==> src/rtl/cache_repl_mt.sv <==
// Age-based LRU replacement unit with per-thread way partitions and a registered victim pick.
// Optional way locking is enabled by defining CACHE_REPL_LOCK_EN.
module cache_repl_mt #(
  parameter int unsigned NUM_SET      = 4,
  parameter int unsigned WAYS_PER_SET = 8,
  parameter int unsigned NUM_THREADS  = 2,
  parameter int unsigned NUM_SET_W    = $clog2(NUM_SET),
  parameter int unsigned WAYS_W       = $clog2(WAYS_PER_SET),
  parameter int unsigned THR_W        = (NUM_THREADS > 1) ? $clog2(NUM_THREADS) : 1
) (
  input  logic                    clock,
  input  logic                    reset,
  input  logic                    mt_enable,
  input  logic                    cfg_we,
  input  logic [THR_W-1:0]        cfg_thread,
  input  logic [WAYS_PER_SET-1:0] cfg_mask,
  input  logic                    victim_req,
  input  logic [NUM_SET_W-1:0]    victim_set,
  input  logic [THR_W-1:0]        victim_thread,
  input  logic [WAYS_PER_SET-1:0] valid_ways,
  output logic                    victim_valid,
  output logic [WAYS_W-1:0]       victim_way,
  output logic                    victim_none,
  input  logic                    hit_req,
  input  logic [NUM_SET_W-1:0]    hit_set,
  input  logic [WAYS_W-1:0]       hit_way,
  input  logic [THR_W-1:0]        hit_thread,
  input  logic                    fill_req,
  input  logic [NUM_SET_W-1:0]    fill_set,
  input  logic [WAYS_W-1:0]       fill_way,
  input  logic [THR_W-1:0]        fill_thread
`ifdef CACHE_REPL_LOCK_EN
  ,
  input  logic [NUM_SET_W-1:0]    lock_set,
  input  logic [WAYS_W-1:0]       lock_way,
  input  logic                    lock_en,
  input  logic                    lock_val
`endif
);

  typedef logic [WAYS_PER_SET-1:0][WAYS_W-1:0] row_t;
  typedef logic [WAYS_PER_SET-1:0]             wmask_t;

  localparam int unsigned SLICE = WAYS_PER_SET / NUM_THREADS;

  row_t   age_q [NUM_SET];
  row_t   age_d [NUM_SET];
  wmask_t mask_q [NUM_THREADS];

`ifdef CACHE_REPL_LOCK_EN
  wmask_t lock_q [NUM_SET];
`endif

  function automatic logic set_ok(input logic [NUM_SET_W-1:0] s);
    return 32'(s) < NUM_SET;
  endfunction

  function automatic wmask_t part(input logic [THR_W-1:0] t);
    if (!mt_enable)
      return '1;
    if (32'(t) < NUM_THREADS)
      return mask_q[t];
    return '0;
  endfunction

  // Ages only move up for ways younger than the touched one, so the saturation
  // guard never fires on a consistent row; it protects against stale partitions.
  function automatic row_t touch(input row_t row, input logic [WAYS_W-1:0] w, input wmask_t p);
    row_t r;
    r = row;
    for (int unsigned x = 0; x < WAYS_PER_SET; x++) begin
      if (p[x] && (x != 32'(w)) && (row[x] < row[w]) && (row[x] != '1))
        r[x] = row[x] + 1'b1;
    end
    r[w] = '0;
    return r;
  endfunction

  // Fill is applied on top of the hit result so a same-set pair chains in one write.
  always_comb begin
    for (int unsigned s = 0; s < NUM_SET; s++)
      age_d[s] = age_q[s];
    if (hit_req && set_ok(hit_set))
      age_d[hit_set] = touch(age_d[hit_set], hit_way, part(hit_thread));
    if (fill_req && set_ok(fill_set))
      age_d[fill_set] = touch(age_d[fill_set], fill_way, part(fill_thread));
  end

  always_ff @(posedge clock or posedge reset) begin
    if (reset) begin
      for (int unsigned s = 0; s < NUM_SET; s++)
        for (int unsigned w = 0; w < WAYS_PER_SET; w++)
          age_q[s][w] <= WAYS_W'(w);
    end else begin
      for (int unsigned s = 0; s < NUM_SET; s++)
        age_q[s] <= age_d[s];
    end
  end

  always_ff @(posedge clock or posedge reset) begin
    if (reset) begin
      for (int unsigned t = 0; t < NUM_THREADS; t++)
        for (int unsigned w = 0; w < WAYS_PER_SET; w++)
          mask_q[t][w] <= (w >= t * SLICE) && (w < (t + 1) * SLICE);
    end else if (cfg_we && (32'(cfg_thread) < NUM_THREADS)) begin
      mask_q[cfg_thread] <= cfg_mask;
    end
  end

`ifdef CACHE_REPL_LOCK_EN
  always_ff @(posedge clock or posedge reset) begin
    if (reset) begin
      for (int unsigned s = 0; s < NUM_SET; s++)
        lock_q[s] <= '0;
    end else if (lock_en && set_ok(lock_set)) begin
      lock_q[lock_set][lock_way] <= lock_val;
    end
  end
`endif

  wmask_t            elig;
  wmask_t            inv;
  row_t              vrow;
  logic [WAYS_W-1:0] pick;
  logic [WAYS_W-1:0] best_age;
  logic              found;
  logic              pick_none;

  always_comb begin
    elig = '0;
    vrow = '0;
    if (set_ok(victim_set)) begin
      elig = part(victim_thread);
      vrow = age_q[victim_set];
`ifdef CACHE_REPL_LOCK_EN
      elig = elig & ~lock_q[victim_set];
`endif
    end
    inv       = elig & ~valid_ways;
    pick      = '0;
    best_age  = '0;
    found     = 1'b0;
    pick_none = (elig == '0);
    if (inv != '0) begin
      for (int unsigned x = 0; x < WAYS_PER_SET; x++) begin
        if (inv[x] && !found) begin
          pick  = WAYS_W'(x);
          found = 1'b1;
        end
      end
    end else begin
      // Strict compare keeps the lowest index on equal ages.
      for (int unsigned x = 0; x < WAYS_PER_SET; x++) begin
        if (elig[x] && (!found || (vrow[x] > best_age))) begin
          pick     = WAYS_W'(x);
          best_age = vrow[x];
          found    = 1'b1;
        end
      end
    end
  end

  always_ff @(posedge clock or posedge reset) begin
    if (reset) begin
      victim_valid <= 1'b0;
      victim_way   <= '0;
      victim_none  <= 1'b0;
    end else begin
      victim_valid <= victim_req;
      if (victim_req) begin
        victim_way  <= pick;
        victim_none <= pick_none;
      end
    end
  end

endmodule
==> config.mk <==
export PLATFORM = sky130hd
export DESIGN_NAME = cache_repl_mt
export DESIGN_NICKNAME = d
export VERILOG_FILES = /design/src/rtl/cache_repl_mt.sv
export SDC_FILE = /design/constraint.sdc
export NUM_CORES = 1
export LEC_CHECK = 0
export BUFFER_PORTS_ARGS = -buffer_cell sky130_fd_sc_hd__buf_2
export CAP_MARGIN = 0
export CORE_ASPECT_RATIO = 1.1
export CORE_UTILIZATION = 59
export CTS_BUF_LIST = sky130_fd_sc_hd__clkbuf_8
export CTS_CLUSTER_SIZE = 25
export DETAILED_ROUTE_END_ITERATION = 16
export PLACE_DENSITY = 0.76
export SLEW_MARGIN = 40
export SYNTH_ARGS = -nofsm -noshare
export SYNTH_HDL_FRONTEND = slang
export SYNTH_SLANG_ARGS = --single-unit
==> constraint.sdc <==
create_clock -name clock -period 10.7 [get_ports clock]
set_clock_uncertainty 0.1 [all_clocks]
set_input_delay 0.535 -clock clock [delete_from_list [all_inputs] [get_ports clock]]
set_output_delay 0.535 -clock clock [all_outputs]
set_load 0.05 [all_outputs]
# Word level (Yosys, flattened, before mapping)
# Cells that the tools add are included.
# W data, S select, Z words.
# op_classes
magnitude_cmp,37
n_mux,143
bitwise_logic,13
add_sub_neg,16
n_eq_ne,30
reduce_logical,92
# op_table
cell,n
$bwmux W96,2
$mux W24,8
$mux W96,2
$mux W3,63
$mux W8,19
$bmux W24 S2,3
$demux W24 S2,2
$logic_and A1 B1 Y1,67
$add A3 B1 Y3 const B,16
$and A24 B24 Y24,2
$lt A3 B3 Y1,16
$ne A3 B3 Y1 const B,16
$not A24 Y24,2
$mux W1,38
$ne A3 B3 Y1 const A,8
$gt A3 B3 Y1,7
$bmux W3 S3,2
$demux W3 S3,2
$bwmux W16,1
$logic_not A1 Y1,14
$ne A2 B3 Y1 const A,4
$ge A3 B3 Y1 const B,3
$not A2 Y3,3
$and A8 B8 Y8,1
other kinds (13),30
# totals
out_inout_bits,5
register_bits,117
wordCells,368

# Logic depth before layout (Yosys ltp)
# logic_depth
depth_word,44
ltp_mapped,58
ltp_nobuf,57

# Worst setup path before layout
# No wires, ideal clock.
# synth_timing
path_kind,input port to flip-flop
start,in victim_set[0]
end,reg victim_way[1]
stages,53
slack_ns,-0.080
arrival_time_ns,10.615
path_cell_list,clkbuf_1 -> buf_1 -> mux4_2 -> ha_1 -> a21oi_1 -> a31oi_1 -> o21ai_0 -> mux2_2 -> inv_1 -> ha_1 -> nor2b_1 -> o21a_1 -> o21ai_0 -> nand2_1 -> nand2_1 -> mux2_2 -> inv_1 -> ha_1 -> [... 17 more ...] -> o21bai_1 -> mux2i_1 -> ha_1 -> a21o_1 -> a21oi_1 -> a31oi_1 -> o21bai_1 -> inv_1 -> mux2_2 -> ha_1 -> nor2b_1 -> o21a_1 -> o21ai_0 -> a32o_1 -> nand3_1 -> o21ai_0 -> a2111oi_0 -> a21o_1
# synth_between
elab_chain_cells,41
# synth_lines
item,line,text
from (decl),18,"input logic [NUM_SET_W-1:0] victim_set,"
$not A2 Y3 (not written as such) *,134,vrow = age_q[victim_set];
$bmux W24 S2 *,134,
$mux W24 (not written as such) * (2 in series),134,
$mux W3,154,if (elig[x] && (!found || (vrow[x] > best_age))) begin
$mux W3,144,if (inv != '0) begin
$gt A3 B3 Y1,154,
$logic_or A1 B1 Y1,154,
$logic_and A1 B1 Y1,154,
[... 24 more ...],--,
$logic_and A1 B1 Y1,154,
$mux W3 or $mux W1 (tied branches),154,
$mux W3 or $mux W1 (tied branches),144,
$gt A3 B3 Y1 or $logic_not A1 Y1 (tied branches),154,
$logic_or A1 B1 Y1,154,
$logic_and A1 B1 Y1,154,
$mux W3 *,154,
$mux W3 *,144,
to (signal assigned),171,victim_way <= pick;
to (decl),22,"output logic [WAYS_W-1:0] victim_way,"
# Mark *: on every way between the ends. The rest lies on a longest branch, timed or not. The select of a mux whose other input is x is not followed.
# A chain may end at the register's enable or synchronous reset.

# Worst setup path after layout
# layout_timing
start,reg age_q[73] (netlist name)
end,reg victim_way[0]
# layout_between
elab_chain_cells,40
# layout_lines
item,line,text
from (decl),46,row_t age_q [NUM_SET];
"from (signal, indexed assignment)",93,age_q[s][w] <= WAYS_W'(w);
"from (signal, indexed assignment)",96,age_q[s] <= age_d[s];
$bmux W24 S2 *,134,
$mux W24 (not written as such) * (2 in series),134,
$mux W3 *,154,
$mux W3 *,144,
$gt A3 B3 Y1,154,
$logic_or A1 B1 Y1,154,
$logic_and A1 B1 Y1,154,
$mux W3 or $mux W1 (tied branches),154,
[... 23 more ...],--,
$logic_and A1 B1 Y1,154,
$mux W3 or $mux W1 (tied branches),154,
$mux W3 or $mux W1 (tied branches),144,
$gt A3 B3 Y1 or $logic_not A1 Y1 (tied branches),154,
$logic_or A1 B1 Y1,154,
$logic_and A1 B1 Y1,154,
$mux W3 *,154,
$mux W3 *,144,
# Marks and branches as above.

==> results.py <==
metrics = {
    "status": {
        "outcome": "finished clean",
    },
    "timing": {
        "finalHoldViolations": 0,
        "max_slew_margin_pct": 36.9,
        "slew_viol_final": 0,
        "finalSetupViolCount": 0,
        "rsz0062_at_grt": "no",
        "finalCritPeriodShare_pct": 94.1,
        "whs_ps": 46.1,
        "period_needed_ps": 10070,
        "max_freq_mhz": 99.3,
        "tightest_slew_ps": 920,
    },
    "yosys": {
        "synth_flop_cell": "dfrtp_1",
        "yosys-top-cells-area": "dfrtp_1, dfstp_2, mux4_2",
        "yosysTopAreaCell": "dfrtp_1",
        "synthSimpleGateAreaFrac_pct": 17.4,
        "syn_avg_cell_area_um2": 8.62,
        "synth_top_cells_by_count": "nand2_1, nor2_1, a21oi_1, ha_1, clkbuf_1",
        "ys_seq_area_share_pct": 23.7,
        "syn_area_um2": 12700,
        "ys_seq_elements": 117,
        "synth.most_common_cell": "nand2_1",
        "synth-xor-area-share_pct": 0.692,
        "synth_compound_area_share_pct": 23.8,
        "ys_types": 80,
        "synth_edf_count": 0,
        "synthAdderAreaFrac_pct": 8.40,
        "syn-num-nets": 1592,
        "synth_cells": 1468,
        "synth-async-reset-ratio_pct": 100,
        "synth_top_area_share_pct": 12.1,
        "synthMuxAreaShare_pct": 21.4,
        "synth_top_family_by_area": "compound AO/OA/AOI/OAI gates",
        "yosys_warnings": 0,
    },
    "clocking": {
        "cts_hold_buf": 0,
        "clk_latency_ps": 480,
        "path_clk_slew_ps": 80,
        "cts-root-buf": "clkbuf_8",
        "htreeDepth": 4,
        "clock_path_buffers": 2,
        "cts_tree": "built",
        "cts.sinks": 117,
        "cts_buffers": 17,
    },
    "floorplan": {
        "core_um2": 20800,
        "initial_core_util_pct": 60.9,
        "dieArea_um2": 22000,
        "die_x_um": 142,
        "die_h_um": 156,
        "io_pins": 44,
        "placementRows": 55,
    },
    "pwr": {
        "cellPowerDensity_nw_per_um2": 356,
        "peakVddDrop_uv": 184,
        "p_leak_nw": 5.74,
    },
    "final_layout": {
        "fin_cells": 1766,
        "seqCellArea_um2": 3000,
        "fin_nets": 1591,
        "multi_input_area_um2": 9170,
        "drive_gt1_share_pct": 21.8,
        "fill_cells": 1707,
        "areaGrowthSynthToFinish_pct": 7.78,
    },
    "drt": {
        "ant_nets": 0,
        "viasPerCell": 7.40,
        "avgRoutedWirePerCell_um": 26.5,
        "first_pass_iters": 5,
        "num_vias": 13100,
        "first_iter_violations": 1710,
        "route.detailed.drc": 0,
        "drt_wl_total_um": 46800,
    },
    "setup_path": {
        "ff2ff_path_depth": 53,
        "worstReg2RegEnd": "victim_way[0]",
        "cp_slowest_cell": "mux4_2",
        "cp_common_cell": "ha_1",
        "worst-path-max-fanout": 6,
        "cp-end-kind": "flip-flop",
        "crit_type": "flip-flop to flip-flop",
        "r2r_start": "age_q[73]",
        "required_ps": 10950,
        "cp_slowest_stage_delay_ps": 530,
        "start_kind": "flip-flop",
        "rrSetupSlack_ps": 630,
        "cp.arrival_ps": 10320,
    },
    "placed_design": {
        "dp_cells": 1725,
        "portBuffers": 43,
        "dpl.hpwl_um": 32700,
        "gp_congestion": 0.982,
    },
    "global_route": {
        "grt_pass1_wl_um": 70300,
        "grt_usage_pct": 42.9,
        "antenna_found_initial": 0,
        "grt_max_degree": 67,
        "grt_overflow": 0,
        "grt_pass1_vias": 12200,
    },
    "flow_run": {
        "drv_cap": 0,
    },
    "worst_hold_path": {
        "min_path_type": "input port to asynchronous set/reset pin",
    },
}
layout by cell type (no fill, tap or decap), drive strengths merged, types with 13 or more instances in the layout:
cell / count
and3: 19
o21ai: 66
a21oi: 96
nor2b: 13
nor3: 20
mux2i: 84
dfstp: 56
inv: 44
mux4: 60
mux2: 45
nand4: 21
o22ai: 32
nand2: 212
a22oi: 15
o211ai: 26
a21o: 14
nand3: 41
buf: 87
nor2: 96
a31oi: 33
clkbuf: 18
a211oi: 30
ha: 85
dfrtp: 61
how the worst max path moves through the flow:
stage / from / endpoint / slack, ps / cells after the start
6_report: age_q[73] / victim_way[0] / 630 / 53
5_1_grt: mask_q[8] / victim_way[1] / 0.3 / 56
4_1_cts: mask_q[8] / victim_way[1] / 40 / 56
3_5_place_dp: victim_set[0] / victim_way[0] / -340 / 54
3_3_place_gp: victim_set[0] / victim_way[0] / 100 / 54
2_1_floorplan: victim_set[0] / victim_way[1] / 30 / 55
per-layer routing:
layer	GRT usage, %	up-vias	share of wire, %
met5	0	-	0.090
met4	26.8	2	6.8
met3	14.1	253	15
met2	62.1	1037	42
met1	55.2	6139	37
li1	-	5637	-
critical path, delay by kind of cell (launching register included):
family	cells	cell delay (ps)
flops	1	420
buf+inv	6	450
simple gates	6	750
mux	6	2260
compound gates	28	4260
fa+ha+maj	7	1720
layout make-up:
type | count | area share, %
diodes | 1 | 0.0183
repair buffers | 87 | 4.27
clock buffers | 18 | 1.82
clock inverters | 14 | 0.835
flip-flops and latches | 117 | 22.0
inverters | 44 | 1.26
multi-input cells | 1200 | 67.2
well taps | 285 | 2.61
sequential cells by signal, summed over array words and instances (netlist names):
signal        cells
age_q            96
mask_q           16
victim_way        3
victim_none       1
victim_valid      1
report_power, final:
| group | leakage, nW | internal [mW] | total (mW) | switching (mW) |
|---|---|---|---|---|
| Clock | 0.195 | 0.187 | 0.399 | 0.212 |
| Sequential | 1.33 | 0.697 | 0.897 | 0.200 |
| Combinational | 4.21 | 1.54 | 3.56 | 2.02 |
| Total | 5.74 | 2.43 | 4.86 | 2.43 |
kinds of logic (layout without fill, tap and decap cells):
| kind of cell | after synthesis | in the layout |
|---|---|---|
| flops | 117 | 117 |
| other cells | 0 | 1 |
| mux | 189 | 189 |
| fa+ha+maj | 85 | 85 |
| compound gates | 439 | 439 |
| buf+inv | 151 | 163 |
| xor+xnor | 10 | 10 |
| simple gates | 477 | 477 |
per-stage QoR:
stage / setup TNS, ps / cell area [um^2] / util [%] / total power, mW / setup slack, ps
floorplan: 0 / 12700 / - / 3.30 / 34.1
global placement: 0 / 13100 / 62.9 / 4.00 / 97.7
detailed placement: -749 / 13200 / 63.3 / 4.14 / -336
CTS: 0 / 13500 / 65.1 / 4.55 / 41.1
global route: 0 / 13600 / 65.6 / 5.20 / 0.285
finish: 0 / 13600 / 65.6 / 4.86 / 628
timing repair:
action | 4_1_cts | 5_1_grt
gates resized for setup | 0 | 17
setup buffers | 0 | 8
endpoints found under the setup margin | 0 | 3
Note: power is estimated with default switching activity, not from simulation.
